<file path="config.mk">
export PLATFORM = sky130hd
export DESIGN_NAME = class_result_unit_flat
export DESIGN_NICKNAME = d
export VERILOG_FILES = /design/src/rtl/class_result_unit_if.sv /design/src/rtl/class_result_unit.sv /design/src/flat_wrapper.sv
export SDC_FILE = /design/constraint.sdc
export NUM_CORES = 1
export LEC_CHECK = 0
export CAP_MARGIN = 20
export CORE_UTILIZATION = 59
export DETAILED_ROUTE_END_ITERATION = 7
export PLACE_DENSITY = 0.86
export REMOVE_ABC_BUFFERS = 1
export SLEW_MARGIN = 20
export SYNTH_ARGS = -nofsm -noshare
export SYNTH_HDL_FRONTEND = slang
export SYNTH_SLANG_ARGS = --single-unit
</file>
<file path="constraint.sdc">
create_clock -name clk -period 12.4 [get_ports clk]
set_input_delay 2.48 -clock clk [delete_from_list [all_inputs] [get_ports clk]]
set_output_delay 2.48 -clock clk [all_outputs]
set_load 0.05 [all_outputs]
</file>
<file path="src/rtl/class_result_unit_if.sv">
// Request/result bundle for class_result_unit. The margin signal is present only
// when CLASS_RESULT_MARGIN_EN is defined.
interface class_result_unit_if #(
  parameter int NUM_CLASSES = 10,
  parameter int SCORE_W     = 4
);
  localparam int IDX_W  = $clog2(NUM_CLASSES);
  localparam int COST_W = 2*SCORE_W + $clog2(NUM_CLASSES);

  logic                           start;
  logic [NUM_CLASSES*SCORE_W-1:0] scores;
  logic                           label_valid;
  logic [NUM_CLASSES-1:0]         expected_label;
  logic                           busy;
  logic                           done;
  logic [IDX_W-1:0]               detected_class;
  logic [SCORE_W-1:0]             max_score;
  logic [COST_W-1:0]              cost;
  logic                           cost_valid;
`ifdef CLASS_RESULT_MARGIN_EN
  logic [SCORE_W-1:0]             margin;
`endif

  modport master (
    output start, scores, label_valid, expected_label,
    input  busy, done, detected_class, max_score, cost, cost_valid
`ifdef CLASS_RESULT_MARGIN_EN
    , input margin
`endif
  );

  modport slave (
    input  start, scores, label_valid, expected_label,
    output busy, done, detected_class, max_score, cost, cost_valid
`ifdef CLASS_RESULT_MARGIN_EN
    , output margin
`endif
  );
endinterface

</file>
<file path="src/rtl/class_result_unit.sv">
// Sequential argmax + squared-error cost over NUM_CLASSES scores, one class per cycle.
// Optional runner-up margin output enabled by defining CLASS_RESULT_MARGIN_EN.
module class_result_unit #(
  parameter int NUM_CLASSES = 10,
  parameter int SCORE_W     = 4
) (
  input  logic               clk,
  input  logic               n_rst,
  class_result_unit_if.slave bus
);
  localparam int IDX_W  = $clog2(NUM_CLASSES);
  localparam int COST_W = 2*SCORE_W + $clog2(NUM_CLASSES);
  localparam int SQ_W   = 2*SCORE_W;
  localparam logic [IDX_W-1:0]   LAST  = IDX_W'(NUM_CLASSES-1);
  localparam logic [SCORE_W-1:0] S_MAX = '1;

  typedef enum logic [1:0] {S_IDLE, S_SCAN, S_DONE} state_t;

  state_t                         r_state, w_next;
  logic [NUM_CLASSES*SCORE_W-1:0] r_scores;
  logic [NUM_CLASSES-1:0]         r_label;
  logic                           r_lv;
  logic [IDX_W-1:0]               r_cnt;
  logic [SCORE_W-1:0]             r_best;
  logic [IDX_W-1:0]               r_best_idx;
  logic [COST_W-1:0]              r_acc;
  logic [IDX_W-1:0]               r_det;
  logic [SCORE_W-1:0]             r_max;
  logic [COST_W-1:0]              r_cost;
  logic                           r_cv;
  logic                           r_done;
`ifdef CLASS_RESULT_MARGIN_EN
  logic [SCORE_W-1:0]             r_second;
  logic [SCORE_W-1:0]             r_margin;
`endif

  logic [SCORE_W-1:0] w_cur;
  logic               w_lbl;
  logic [SCORE_W-1:0] w_diff;
  logic [SQ_W-1:0]    w_sq;

  always_ff @(posedge clk or negedge n_rst) begin
    if (!n_rst) r_state <= S_IDLE;
    else        r_state <= w_next;
  end

  always_comb begin
    w_next = r_state;
    case (r_state)
      S_IDLE:  if (bus.start) w_next = S_SCAN;
      S_SCAN:  if (r_cnt == LAST) w_next = S_DONE;
      S_DONE:  w_next = S_IDLE;
      default: w_next = S_IDLE;
    endcase
  end

  // Select the class addressed by the counter and form its squared error.
  always_comb begin
    w_cur = '0;
    w_lbl = 1'b0;
    for (int unsigned i = 0; i < NUM_CLASSES; i++) begin
      if (IDX_W'(i) == r_cnt) begin
        w_cur = r_scores[i*SCORE_W +: SCORE_W];
        w_lbl = r_label[i];
      end
    end
    w_diff = w_lbl ? (S_MAX - w_cur) : w_cur;
    w_sq   = SQ_W'(w_diff) * SQ_W'(w_diff);
  end

  always_ff @(posedge clk or negedge n_rst) begin
    if (!n_rst) begin
      r_scores   <= '0;
      r_label    <= '0;
      r_lv       <= 1'b0;
      r_cnt      <= '0;
      r_best     <= '0;
      r_best_idx <= '0;
      r_acc      <= '0;
      r_det      <= '0;
      r_max      <= '0;
      r_cost     <= '0;
      r_cv       <= 1'b0;
      r_done     <= 1'b0;
`ifdef CLASS_RESULT_MARGIN_EN
      r_second   <= '0;
      r_margin   <= '0;
`endif
    end else begin
      r_done <= 1'b0;
      case (r_state)
        S_IDLE: begin
          if (bus.start) begin
            r_scores   <= bus.scores;
            r_label    <= bus.expected_label;
            r_lv       <= bus.label_valid;
            r_cnt      <= '0;
            r_best     <= '0;
            r_best_idx <= '0;
            r_acc      <= '0;
`ifdef CLASS_RESULT_MARGIN_EN
            r_second   <= '0;
`endif
          end
        end
        S_SCAN: begin
          r_cnt <= r_cnt + IDX_W'(1);
          r_acc <= r_acc + COST_W'(w_sq);
          // Starting best at 0 is safe: scores are unsigned, so class 0 still wins an all-zero scan.
          if (w_cur > r_best) begin
            r_best     <= w_cur;
            r_best_idx <= r_cnt;
`ifdef CLASS_RESULT_MARGIN_EN
            r_second   <= r_best;
          end else if (w_cur > r_second) begin
            r_second   <= w_cur;
`endif
          end
        end
        S_DONE: begin
          r_det  <= r_best_idx;
          r_max  <= r_best;
          r_cost <= r_lv ? r_acc : '0;
          r_cv   <= r_lv;
          r_done <= 1'b1;
`ifdef CLASS_RESULT_MARGIN_EN
          r_margin <= r_best - r_second;
`endif
        end
        default: ;
      endcase
    end
  end

  assign bus.busy           = (r_state != S_IDLE);
  assign bus.done           = r_done;
  assign bus.detected_class = r_det;
  assign bus.max_score      = r_max;
  assign bus.cost           = r_cost;
  assign bus.cost_valid     = r_cv;
`ifdef CLASS_RESULT_MARGIN_EN
  assign bus.margin         = r_margin;
`endif
endmodule

</file>
<file path="src/flat_wrapper.sv">
// flat-port wrapper written by rule: the top's interface ports become plain ports
module class_result_unit_flat 
#(
  parameter int NUM_CLASSES = 10,
  parameter int SCORE_W     = 4
)
  (clk, n_rst, bus_start, bus_scores, bus_label_valid, bus_expected_label, bus_busy, bus_done, bus_detected_class, bus_max_score, bus_cost, bus_cost_valid);
  class_result_unit_if #(.NUM_CLASSES(NUM_CLASSES), .SCORE_W(SCORE_W)) bus_i ();
  input  logic clk;
  input  logic n_rst;
  input wire logic [$bits(bus_i.start)-1:0] bus_start;
  input wire logic [$bits(bus_i.scores)-1:0] bus_scores;
  input wire logic [$bits(bus_i.label_valid)-1:0] bus_label_valid;
  input wire logic [$bits(bus_i.expected_label)-1:0] bus_expected_label;
  output wire logic [$bits(bus_i.busy)-1:0] bus_busy;
  output wire logic [$bits(bus_i.done)-1:0] bus_done;
  output wire logic [$bits(bus_i.detected_class)-1:0] bus_detected_class;
  output wire logic [$bits(bus_i.max_score)-1:0] bus_max_score;
  output wire logic [$bits(bus_i.cost)-1:0] bus_cost;
  output wire logic [$bits(bus_i.cost_valid)-1:0] bus_cost_valid;
  assign bus_i.start = bus_start;
  assign bus_i.scores = bus_scores;
  assign bus_i.label_valid = bus_label_valid;
  assign bus_i.expected_label = bus_expected_label;
  assign bus_busy = bus_i.busy;
  assign bus_done = bus_i.done;
  assign bus_detected_class = bus_i.detected_class;
  assign bus_max_score = bus_i.max_score;
  assign bus_cost = bus_i.cost;
  assign bus_cost_valid = bus_i.cost_valid;
  class_result_unit #(.NUM_CLASSES(NUM_CLASSES), .SCORE_W(SCORE_W)) u_core (.clk(clk), .n_rst(n_rst), .bus(bus_i));
endmodule
</file>
After elaboration in Yosys (flattened, before gate mapping)
Index checks and enable logic that the tools add are counted.
Word-level totals
  bits of input ports: 54
  logic and storage cells: 75
  register bits: 99
  bits in latches: 0
  output and inout port bits: 23
  memories: 0
  bits in writable memories: 0
  ROM bits: 0
Cells by class
  reductions and logical operators: 8
  shift operators: 0
  add/subtract/negate cells: 3
  $lt $le $gt $ge: 1
  div/mod/pow operators: 0
  bitwise gates (word level): 0
  multiply operators: 1
  mux-type cells: 34
  equality and inequality tests: 15
Operator list (number)
  4-bit two-way mux: 14
  12-bit two-way mux: 2
  12-bit case mux with 2 select lines: 1
  4-bit case mux with 2 select lines: 3
  3-bit by 4-bit == test with 1-bit output, first input constant: 4
  12-bit by 8-bit adder with 12-bit output: 1
  1-bit two-way mux: 11
  2-bit by 4-bit == test with 1-bit output, first input constant: 2
  4-bit == test, first input constant: 2
  4-bit by 4-bit multiplier with 8-bit output: 1
  2-bit AND reduction: 3
  4-bit by 1-bit adder with 4-bit output, second input constant: 1
  1-bit by 4-bit == test with 1-bit output, first input constant: 1
  4-bit == test, second input constant: 1
  4-bit > comparator: 1
  4-bit logical NOT: 1
  2-bit two-way mux: 2
  2-bit by 1-bit inequality test with 1-bit output, second input constant: 2
  2-bit case mux with 2 select lines: 1
  2-bit nonzero test: 2
  4-bit subtractor, first input constant: 1
  3-bit AND reduction: 1
  2-bit by 1-bit == test with 1-bit output, second input constant: 1
  2-bit == test, second input constant: 1
  2 further kinds: 2

Longest topological paths before layout
  word-level depth: 16
  gate-level depth with buffers: 21
  depth with buffers taken out: 19

Worst setup path before layout
No wires, ideal clock.
  path type: register to register
  start: reg u_core.r_cnt[1]
  end: reg u_core.r_acc[8]
  library setup time: 130 ps
  buffers on the path: 1
  required time: 12270 ps
  clock period less this slack: 4040 ps
  path slack: 8360 ps
  data arrival time: 3910 ps
  stages on the path, launching flop included: 20
  path through: dfrtp_1 inv_1 ha_1 buf_4 and3b_1 a2111oi_1 o22ai_1 o2bb2ai_1 nand3_1 o221ai_2 and3_1 fa_1 ha_1 a31o_1 a21o_1 a21oi_1 o21bai_1 a21oi_1 xor2_1 o21ai_1
On the way
  cells in the longest elaborated chain, start to end: 16
  elaborated cells between the ends (all ways): 35
  those cells by class: 2 x add/sub; 1 x mul; 9 x eq/ne; 22 x mux; 1 x reduce/logical
Ends and longest elaborated chain
  start: declaration: line class_result_unit.sv:23  | logic [IDX_W-1:0] r_cnt;
  start signal: assignment: line class_result_unit.sv:107  | r_cnt <= r_cnt + IDX_W'(1);
  4-bit logical NOT: line class_result_unit.sv:62  | if (IDX_W'(i) == r_cnt) begin
  4-bit two-way mux (10 in series): line class_result_unit.sv:62
  4-bit subtractor: line class_result_unit.sv:67  | w_diff = w_lbl ? (S_MAX - w_cur) : w_cur;
  4-bit two-way mux *: line class_result_unit.sv:67
  4-bit by 4-bit multiplier with 8-bit output *: line class_result_unit.sv:68  | w_sq = SQ_W'(w_diff) * SQ_W'(w_diff);
  12-bit by 8-bit adder with 12-bit output *: line class_result_unit.sv:108  | r_acc <= r_acc + COST_W'(w_sq);
  12-bit case mux with 2 select lines *: line class_result_unit.sv:91  | case (r_state)
  end signal: assignment: line class_result_unit.sv:108
  end: declaration: line class_result_unit.sv:26  | logic [COST_W-1:0] r_acc;
Mark *: on every way between the ends. The rest lies on a longest branch, timed or not.
A chain may end at the register's enable or synchronous reset.

Worst setup path in the final report
Same ends and word-level chain as after synthesis.

==> impl.org <==
** Outcome
- The flow ran to the end, and the final reports show no timing, DRC or antenna violations.

** GRT
- Vias in the first global route :: 4,137
- Maximum number of pins on one net before global-route repair :: 65
- Gr usage total :: 26.72%
- Initial antenna violation count :: 0
- The total overflow left after global routing is 0.
- Wire length of the first global-routing pass :: 18,640 microns

** Critical path
- End of the worst register-to-register path :: u_core.r_acc[8]$_DFFE_PN0P_
- STA puts the critical path data arrival time at 5.38 ns.
- For this design, the slowest cell found on the critical path is sky130_fd_sc_hd__ha_1.
- Cell count of the worst reg-to-reg path :: 18
- For this run, the slowest stage of the critical path takes 0.78 ns.
- STA classifies the critical path startpoint as a flop.
- Reg2Reg Setup Slack :: 7.28 ns
- The worst setup path is of the reg2reg kind.
- In this run the critical register-to-register path is launched from u_core.r_cnt[1]$_DFFE_PN0P_.
- STA classifies the critical path endpoint as a flop.
- Data required, critical path :: 12.66 ns
- Crit Path Max Fanout :: 28
- Worst path cell trace :: inv_1 -> ha_1 -> and3b_1 -> a2111oi_0 -> o22ai_1 -> o2bb2ai_1 -> nand3_1 -> o221ai_2 -> and3_1 -> fa_1 -> ha_1 -> a31o_1 -> a21o_1 -> a21oi_1 -> o21bai_1 -> a21oi_1 -> xor2_1 -> o21ai_1

** STA
- Tmin final :: 5.120 ns
- For the pin with the worst max-slew slack, the measured transition is 0.9284 ns.
- The number of max-slew violations in the final report was 0.
- Worst clock skew on the final layout :: 0.01204 ns
- Adding up every negative setup slack in the final design gives 0 ns.
- Post-Route Hold Slack :: 0.4829 ns
- Slack of the critical path :: 7.280 ns
- Slew Limit Headroom :: 38.11%
- Of the available clock period, the critical path in the final layout requires 41.29%.
- Setup repair after global routing left no endpoint under its margin.
- Number of endpoints with negative hold slack in the final report :: 0
- Maximum frequency from static timing analysis :: 195.3 MHz
- Setup violations remaining at the end of the flow were counted as 0.

** Final layout
- 0 antenna diodes ended up in the layout.
- The final layout contains 719 nets.
- The area growth from synthesis to layout is 18.98%.
- Counting the fill cells in the layout gives 602.
- Ratio of cells with drive above 1 in the final layout :: 5.728%
- Cell area after layout :: 6102 sq um

** Clock tree
- CTS saw 99 sinks.
- Clock-pin slew reported for the worst setup and hold paths after clock tree synthesis :: 0.09 ns
- After clock tree synthesis, the repair step resized 0 gates.
- No sink is reached through more buffers than the 2 on the longest clock path.
- Cell at the root of the clock tree :: sky130_fd_sc_hd__clkbuf_8
- Setup fix buffers added after clock tree synthesis :: 0
- Skew-Pair Late Insertion Delay :: 0.37 ns
- CTS built an H-tree with a depth of 3.
- Clock tree from TritonCTS :: built
- The number of hold buffers added after CTS was 0.
- Number of buffers added by the clock tree synthesis step :: 9

** Routing
- For this run, the detailed router's first-pass iteration total came to 6.
- Number of design rule violations left after detail routing :: 0
- For this block, the routed nets add up to 11,080 microns of wire.
- Ratio of routed vias to standard cells :: 5.660
- In the final routed layout, each cell accounts on average for 14.75 microns.
- Overall via count from detail_route :: 4,251
- In this run, the number of DRC markers left after iteration 0 of detailed routing was 202.
- Number of nets with antenna violations after detailed routing :: 0

** Placement
- At the placement stage, the worst setup path has a slack of 7.397 ns.
- RD Place Congestion :: 0.8909
- In this run the cell area measured after placement is 5879 sq um.
- After legalization and detailed placement, the total HPWL measured 7591 microns.
- During placement, the flow inserted port buffers numbering 76.

** Synth
- The cell area that synthesis handed to floorplanning was 5129 sq um.
- The commonest cells after synthesis are sky130_fd_sc_hd__nand2_1 (200), sky130_fd_sc_hd__dfrtp_1 (99), sky130_fd_sc_hd__o21ai_0 (45).
- EDFF count, synth :: 0
- The average instance in the mapped netlist occupies 8.752 sq um.
- Area leader, netlist :: sky130_fd_sc_hd__dfrtp_1
- After synthesis, the share of flip-flops with an asynchronous set or reset is 100.0%.
- Most used flip-flop cell after synthesis :: sky130_fd_sc_hd__dfrtp_1
- Leading cell types by total area after synthesis :: sky130_fd_sc_hd__dfrtp_1 (48%), sky130_fd_sc_hd__nand2_1 (15%), sky130_fd_sc_hd__ha_1 (4.9%)
- Of the synthesized area, sequential elements account for 48.30%.
- Yosys printed 0 warnings.
- Compound-gate portion of the synthesized area :: 15.47%
- Cells after synthesis :: 586
- Post-synthesis share of cell area spent on xor and xnor gates :: 1.854%
- Mux contribution to synthesized area :: 1.537%
- Share of synthesized cell area in full adder, half adder and majority cells :: 6.050%
- In this run the biggest area consumer among cell types represents 48.30% of the synthesized area.
- In this run, synthesis produced a sequential element count of 99.
- Combinational family with the most area after synthesis :: simple AND/OR/NAND/NOR gates
- In the post-synthesis netlist, the cell with the most instances is sky130_fd_sc_hd__nand2_1.
- Library cells used by synthesis :: 59
- Simple-gate share of the synthesized area :: 21.66%

** Die
- Cell row count :: 33
- Num ports :: 77
- The floorplan step defined a die boundary enclosing 9070 sq um.
- Height of the die :: 95.24 microns
- CORE AREA :: 8299 sq um
- Initial Utilization :: 61.80%
- The die is 95.24 microns wide.

** Worst hold path
- The min-delay analysis places its worst path in the category reg2reg.
- Hold Crit Depth :: 2
- For hold timing, the worst endpoint is u_core.bus.max_score[3]$_DFFE_PN0P_.
- Worst Hold Launch :: u_core.bus.max_score[3]$_DFFE_PN0P_

** Job
- Max-cap violations in this run came to 0.
==> metrics by stage <==
stage / std cells / utilization (%)
after floorplan: 552 / -
after global placement: 736 / 70.84
after detailed placement: 736 / 70.84
after CTS: 751 / 73.45
after global routing: 751 / 73.53
final: 751 / 73.53
==> flip-flops by register name (all words and copies together), names as in the netlist <==
| name | flops |
|---|---|
| u_core.r_acc | 12 |
| u_core.bus.done | 1 |
| u_core.bus.cost_valid | 1 |
| u_core.bus.max_score | 4 |
| u_core.r_best | 4 |
| u_core.r_label | 10 |
| u_core.r_cnt | 4 |
| u_core.r_best_idx | 4 |
| u_core.r_lv | 1 |
| u_core.bus.detected_class | 4 |
| u_core.bus.cost | 12 |
| u_core.r_state | 2 |
| u_core.r_scores | 40 |
==> layer usage <==
metal	vias to the layer above	routed length (microns)	global-route usage [%]
li1	2056	-	-
met1	2025	4785	34.35
met2	138	5498	44.29
met3	32	510	4.067
met4	0	280	12.63
met5	-	0	0
==> area by class of cell <==
| cell class | instances | area (sq um) | area share, % |
|---|---|---|---|
| multi-input combinational | 427 | 2399 | 39.31 |
| inverter | 26 | 97.59 | 1.599 |
| clock inverter | 4 | 75.07 | 1.230 |
| sequential | 99 | 2477 | 40.60 |
| timing repair buffer | 79 | 780.7 | 12.79 |
| clock buffer | 11 | 141.4 | 2.317 |
| tap | 105 | 131.4 | 2.153 |
==> placed cells by master (no fill, tap or decap), types with 3 or more instances in the layout <==
master                            synthesis  layout
sky130_fd_sc_hd__xnor2_1                  8       8
sky130_fd_sc_hd__ha_1                    20      20
sky130_fd_sc_hd__a21oi_1                 20      20
sky130_fd_sc_hd__o21ai_0                 45      45
sky130_fd_sc_hd__nor2b_1                 10      10
sky130_fd_sc_hd__nor2_1                  15      15
sky130_fd_sc_hd__buf_4                    4       4
sky130_fd_sc_hd__nand3b_1                 3       3
sky130_fd_sc_hd__a211oi_1                 4       4
sky130_fd_sc_hd__nand3_1                 14      14
sky130_fd_sc_hd__o31ai_1                  6       6
sky130_fd_sc_hd__fa_1                     3       3
sky130_fd_sc_hd__o22ai_1                  4       4
sky130_fd_sc_hd__clkbuf_8                 0      10
sky130_fd_sc_hd__mux2_2                   7       7
sky130_fd_sc_hd__and2_1                   6       5
sky130_fd_sc_hd__a31oi_1                  5       5
sky130_fd_sc_hd__a21o_1                   4       4
sky130_fd_sc_hd__o21ai_1                  9       9
sky130_fd_sc_hd__clkdlybuf4s50_1          0      75
sky130_fd_sc_hd__inv_1                   25      25
sky130_fd_sc_hd__dfrtp_1                 99      99
sky130_fd_sc_hd__o211ai_1                 3       3
sky130_fd_sc_hd__nand2_1                200     199
==> critical path, delay by kind of cell, from the launching register on <==
family | cells | cell delay, ns
adder cells (fa/ha/maj) | 3 | 1.58
XOR/XNOR | 1 | 0.21
AND/OR/NAND/NOR | 3 | 0.64
buffers and inverters | 1 | 0.13
flip-flops | 1 | 0.43
AO/OA/AOI/OAI | 10 | 2.02
==> cell families after synthesis <==
logic type,after synthesis
and+or+nand+nor,263
AOI/OAI and AO/OA,124
DFF,99
buffers and inverters,60
adders and majority gates,23
xor gates and xnor gates,10
muxes,7
==> worst max path at each step <==
stage / startpoint / to / cells past startpoint
2_1_floorplan: u_core.r_cnt[1]$_DFFE_PN0P_ / u_core.r_acc[8]$_DFFE_PN0P_ / 18
3_3_place_gp: u_core.r_cnt[1]$_DFFE_PN0P_ / u_core.r_acc[8]$_DFFE_PN0P_ / 18
3_5_place_dp: u_core.r_cnt[1]$_DFFE_PN0P_ / u_core.r_acc[8]$_DFFE_PN0P_ / 18
4_1_cts: u_core.r_cnt[1]$_DFFE_PN0P_ / u_core.r_acc[8]$_DFFE_PN0P_ / 18
5_1_grt: u_core.r_cnt[1]$_DFFE_PN0P_ / u_core.r_acc[8]$_DFFE_PN0P_ / 18
6_report: u_core.r_cnt[1]$_DFFE_PN0P_ / u_core.r_acc[8]$_DFFE_PN0P_ / 18
Power is not shown: default switching activity piles up to over one toggle a cycle in this logic, so the estimate is an artifact.
